`config.mk`:
```
export PLATFORM = sky130hd
export DESIGN_NAME = tlp_rx_axi_bridge
export DESIGN_NICKNAME = d
export VERILOG_FILES = /design/src/rtl/tlp_rx_axi_bridge.sv
export SDC_FILE = /design/constraint.sdc
export NUM_CORES = 1
export LEC_CHECK = 0
export CELL_PAD_IN_SITES_DETAIL_PLACEMENT = 0
export CELL_PAD_IN_SITES_GLOBAL_PLACEMENT = 1
export CORE_AREA = 2 2 332 334
export CTS_CLUSTER_DIAMETER = 60
export DETAILED_ROUTE_END_ITERATION = 12
export DIE_AREA = 0 0 334 336
export PLACE_DENSITY_LB_ADDON = 0.3
export SYNTH_ARGS = -nofsm -noshare
export SYNTH_HDL_FRONTEND = slang
export SYNTH_SLANG_ARGS = --single-unit
```
`constraint.sdc`:
```
create_clock -name clk -period 2.45 [get_ports clk]
set_input_delay 0.49 -clock clk [delete_from_list [all_inputs] [get_ports clk]]
set_output_delay 0.49 -clock clk [all_outputs]
set_load 0.01 [all_outputs]
```
`src/rtl/tlp_rx_axi_bridge.sv`:
```
// Receive-side bridge: decodes single-beat MWr/MRd TLPs and issues one
// single-beat AXI write (AW/W/B) or read address (AR) per TLP.
module tlp_rx_axi_bridge #(
    parameter int DOUBLE_WORD   = 32,
    parameter int HEADER_SIZE   = 4*DOUBLE_WORD,
    parameter int PAYLOAD_SIZE  = 8*DOUBLE_WORD,
    parameter int MAX_DW        = 8,
    parameter int SOP_EOP_CHECK = 0
) (
    input  logic                      clk,
    input  logic                      rst,
    output logic                      in_ready,
    input  logic [PAYLOAD_SIZE-1:0]   in_data,
    input  logic [HEADER_SIZE-1:0]    in_hdr,
    input  logic                      in_sop,
    input  logic                      in_eop,
    input  logic                      in_valid,
    output logic [63:0]               m_awaddr,
    output logic                      m_awvalid,
    input  logic                      m_awready,
    output logic [PAYLOAD_SIZE-1:0]   m_wdata,
    output logic [PAYLOAD_SIZE/8-1:0] m_wstrb,
    output logic                      m_wvalid,
    input  logic                      m_wready,
    input  logic [1:0]                m_bresp,
    input  logic                      m_bvalid,
    output logic                      m_bready,
    output logic [63:0]               m_araddr,
    output logic [7:0]                m_arid,
    output logic                      m_arvalid,
    input  logic                      m_arready,
    output logic [15:0]               unsup_cnt,
    output logic [15:0]               bresp_err_cnt
);

    localparam int NUM_DW       = PAYLOAD_SIZE / DOUBLE_WORD;
    localparam int BYTES_PER_DW = DOUBLE_WORD / 8;

    typedef enum logic [2:0] {IDLE, DECODE, WR, WAIT_B, RD} state_t;

    state_t state_q, state_d;
    logic [2:0] fmt_q;
    logic [4:0] typ_q;
    logic [9:0] len_q;
    logic       issued_q, issued_d;
    logic       accept_q;
    logic       awvalid_d, wvalid_d, arvalid_d, in_ready_d;
    logic       accept, load_beat, unsup_inc, berr_inc;
    logic       is_mwr, is_mrd, len_ok;
    logic [PAYLOAD_SIZE/8-1:0] strb_in;
    logic       unused_hdr;

    assign unused_hdr = ^{in_hdr[119:106], in_hdr[95:80], in_hdr[71:64], in_hdr[1:0]};
    assign m_bready   = (state_q == WAIT_B);

    assign accept = in_valid && in_ready;
    assign is_mwr = (fmt_q == 3'b011) && (typ_q == 5'b00000);
    assign is_mrd = (fmt_q == 3'b001) && (typ_q == 5'b00000);
    assign len_ok = (len_q != 10'd0) && (len_q <= 10'(MAX_DW));

    always_comb begin
        strb_in = '0;
        for (int unsigned i = 0; i < NUM_DW; i++) begin
            strb_in[i*BYTES_PER_DW +: BYTES_PER_DW] = (i < 32'(in_hdr[105:96])) ? '1 : '0;
        end
    end

    // Valids launch one cycle after entering WR/RD (issued_q) so they appear
    // two edges after accept; each then drops on its own handshake.
    always_comb begin
        state_d   = state_q;
        issued_d  = issued_q;
        awvalid_d = m_awvalid;
        wvalid_d  = m_wvalid;
        arvalid_d = m_arvalid;
        load_beat = 1'b0;
        unsup_inc = 1'b0;
        berr_inc  = 1'b0;
        unique case (state_q)
            IDLE: begin
                if (accept) begin
                    if (SOP_EOP_CHECK != 0 && !(in_sop && in_eop)) begin
                        unsup_inc = 1'b1;
                    end else begin
                        load_beat = 1'b1;
                        state_d   = DECODE;
                    end
                end
            end
            DECODE: begin
                issued_d = 1'b0;
                if (is_mwr && len_ok)      state_d = WR;
                else if (is_mrd && len_ok) state_d = RD;
                else begin
                    unsup_inc = 1'b1;
                    state_d   = IDLE;
                end
            end
            WR: begin
                if (!issued_q) begin
                    awvalid_d = 1'b1;
                    wvalid_d  = 1'b1;
                    issued_d  = 1'b1;
                end else begin
                    awvalid_d = m_awvalid && !m_awready;
                    wvalid_d  = m_wvalid && !m_wready;
                    if (!awvalid_d && !wvalid_d) state_d = WAIT_B;
                end
            end
            WAIT_B: begin
                if (m_bvalid) begin
                    berr_inc = (m_bresp != 2'b00);
                    state_d  = IDLE;
                end
            end
            RD: begin
                if (!issued_q) begin
                    arvalid_d = 1'b1;
                    issued_d  = 1'b1;
                end else begin
                    arvalid_d = m_arvalid && !m_arready;
                    if (!arvalid_d) state_d = IDLE;
                end
            end
            default: state_d = IDLE;
        endcase
        // accept_q stretches the low phase to two cycles even for in-IDLE drops
        in_ready_d = (state_d == IDLE) && !accept && !accept_q;
    end

    always_ff @(posedge clk) begin
        if (rst) begin
            state_q       <= IDLE;
            fmt_q         <= '0;
            typ_q         <= '0;
            len_q         <= '0;
            issued_q      <= 1'b0;
            accept_q      <= 1'b0;
            in_ready      <= 1'b0;
            m_awvalid     <= 1'b0;
            m_wvalid      <= 1'b0;
            m_arvalid     <= 1'b0;
            m_awaddr      <= '0;
            m_araddr      <= '0;
            m_arid        <= '0;
            m_wdata       <= '0;
            m_wstrb       <= '0;
            unsup_cnt     <= '0;
            bresp_err_cnt <= '0;
        end else begin
            state_q   <= state_d;
            issued_q  <= issued_d;
            accept_q  <= accept;
            in_ready  <= in_ready_d;
            m_awvalid <= awvalid_d;
            m_wvalid  <= wvalid_d;
            m_arvalid <= arvalid_d;
            if (load_beat) begin
                fmt_q    <= in_hdr[127:125];
                typ_q    <= in_hdr[124:120];
                len_q    <= in_hdr[105:96];
                m_awaddr <= {in_hdr[63:2], 2'b00};
                m_araddr <= {in_hdr[63:2], 2'b00};
                m_arid   <= in_hdr[79:72];
                m_wdata  <= in_data;
                m_wstrb  <= strb_in;
            end
            if (unsup_inc && unsup_cnt != 16'hFFFF) unsup_cnt <= unsup_cnt + 16'd1;
            if (berr_inc && bresp_err_cnt != 16'hFFFF) bresp_err_cnt <= bresp_err_cnt + 16'd1;
        end
    end

endmodule
```
==> reports/qor.yml <==
syn-cell-area_um2: 14680
hold_path_class: "input pin to flip-flop"
drive_above_1_share_pct: 7.364
htree_levels: 2
path_clk_slew_ns: 0.05
hold_violations: 0
finalCritPeriodShare_pct: 90.00
synth-edff-count: 0
fp.dieW_um: 334
async_flop_share_pct: 0
start_util_pct: 13.54
dpl-instance-area_um2: 24360
p_switching_uw: 4555
via_count: 14740
ant_nets: 0
drc_errors: 0
synth_simple_gate_area_share_pct: 23.04
yosysMostFrequentCell: "nand2_1"
synth-seq-cells: 393
status: "completed"
detail_route.first_pass.iterations: 4
gr-total-overflow: 0
cts_tree: "done"
synth-compound-area-share_pct: 13.17
area_delta_synth_final_pct: 80.29
synth.distinct_cells: 44
p_int_uw: 13940
nNetsFinal: 2998
fin_area_um2: 26470
worstPathMaxFanout: 7
port_buffers: 809
fmax_mhz: 453.5
setup_viol: 0
postCtsHoldBufs: 0
crit_family: "buffers and inverters"
cp.arrival_ns: 1.71
drtIter0Drc: 442
crit_chain: "clkdlybuf4s50_1"
start_kind: "flip-flop"
wl_per_cell_um: 16.24
synthAdderAreaFrac_pct: 0.1705
synth_top_area_share_pct: 53.59
ys_top_cells_by_area: "dfxtp_1 (54%), nand2_1 (18%), a21oi_1 (12%)"
fin_crit_ns: 2.205
gp_congestion: 0.7501
avgViaCountPerCell: 3.625
synth_top_family_by_area: "simple AND/OR/NAND/NOR gates"
clockBufferDepth: 3
place_inst: 3955
hpwl_mm: 49.75
fp-row-count: 121
cap_violations: 0
wirelength_mm: 66.01
syn_inst: 1857
power_frac_clock_pct: 49.5
grt_pass1_vias: 14680
grtUsageTotal_pct: 11.19
grt_pass1_wl_mm: 95.85
leakage_uw: 0.009188
clkSinkCount: 393
cp-end-kind: "output port"
crit_type: "flip-flop to output port"
drv_slew: 0
rsz0062_at_grt: "no"
synth_warnings: 0
die_area_um2: 112200
powerDensity_nw_per_um2: 698.6
seqPwrFrac_pct: 37.1
antenna_found_initial: 4
max_slew_margin_pct: 62.63
max_stage_delay_ns: 0.63
core_um2: 108400
worstMarginPinSlew_ns: 0.5547
seq_area_frac_synth_pct: 53.59
synth_common_cells: "nand2_1 (712), dfxtp_1 (393), a21oi_1 (359)"
postSynthAreaPerCell_um2: 7.905
clk_latency_ns: 0.65
fin_cells: 4065
cts_buffers: 58
fillers: 11950
switching_share_pct: 24.63
fp.dieH_um: 336
r2r_slack_ns: 0.38
synth_xor_area_share_pct: 1.492
synth_mux_area_share_pct: 0.1449
cts_root_buf: "clkbuf_16"
power_frac_comb_pct: 13.4
synthFlopType: "dfxtp_1"
slowest_stage: "clkdlybuf4s50_1"
yosys.area.top_type: "dfxtp_1"
irDropWorstVdd_mv: 0.5104
required_ns: 1.96
worst-path-buf-inv: 1
io_pins: 856
skew_ns: 0.02536
grt_max_degree: 70
per-layer routing:
metal  global-route usage (%)  routed length [µm]  up-vias
li1                         -                   -     7424
met1                    12.31               26020     6710
met2                    19.36               31950      517
met3                    4.919                6398       82
met4                    3.364                1613        4
met5                        0                  25        -
area by class of cell:
cell class	instances	area (µm²)	share of cell area [%]
Timing Repair Buffer	895	9097	34.37
Sequential cell	393	7869	29.73
Multi-Input combinational cell	1246	5600	21.16
Tap cell	1414	1769	6.684
Clock buffer	78	1598	6.037
Clock inverter	29	500.5	1.891
Inverter	7	26.28	0.09927
Antenna cell	3	7.507	0.02836
flip-flops by register name, indices dropped and copies added (netlist names):
register	cells
m_wdata	256
issued_q	1
unsup_cnt	16
m_wstrb	8
bresp_err_cnt	16
state_q	3
m_awvalid	1
m_araddr	62
m_arid	8
m_arvalid	1
in_ready	1
typ_q	5
m_wvalid	1
len_q	10
accept_q	1
fmt_q	3
cell usage in the layout, fill, tap and decap left out, types with 10 or more instances in the layout:
cell / n
clkbuf_16: 59
a21oi_1: 359
buf_4: 58
nand2_1: 712
nor3_1: 12
xnor2_1: 17
nand3_1: 10
dfxtp_1: 392
clkbuf_1: 14
buf_12: 28
nor2_1: 52
bufinv_16: 12
nand4_1: 11
clkdlybuf4s50_1: 807
path summary, 6_finish.rpt:
check	start	endpoint	depth (start not counted)
setup / recovery	unsup_cnt[6]	unsup_cnt[6]	1
hold / removal	rst	unsup_cnt[2]	2
hold reg to reg	m_wdata[252]	m_wdata[252]	2
setup reg to reg	typ_q[1]	unsup_cnt[15]	8
power groups by stage:
| stage | Combinational, µW | Clock, µW | Sequential (µW) |
|---|---|---|---|
| 2_1_floorplan | 782 | 0 | 7090 |
| 3_3_place_gp | 2540 | 0 | 7000 |
| 3_5_place_dp | 2530 | 0 | 7000 |
| 4_1_cts | 2540 | 9560 | 6870 |
| 5_1_grt | 2690 | 9790 | 6900 |
| 6_report | 2470 | 9150 | 6860 |
timing repair:
action / in CTS / in global routing
buffers inserted: 0 / 0
setup endpoints to repair: 1 / 0
resized for setup: 2 / 0
kinds of logic after synthesis:
kind of cell    count (synthesis)
xor+xnor                       25
other cells                     1
fa+ha+maj                       2
flops                         393
simple gates                  833
mux                             2
compound gates                380
buf+inv                       221
stage by stage:
step                      power [µW]  worst slack, ns  utilization [%]  hold WS [ns]  setup TNS (ns)
after global routing           19380           0.1108            24.41        0.1847               0
after global placement          9533          -0.1039            22.47        0.4412         -0.4018
after CTS                      18970           0.1362            24.41        0.1696               0
final                          18490           0.2451            24.42        0.2270               0
after detailed placement        9530          -0.1143            22.47        0.4447         -0.4003
after floorplan                 7877           0.6085                -        0.4316               0
No activity file was read; power rests on OpenSTA's default activity.
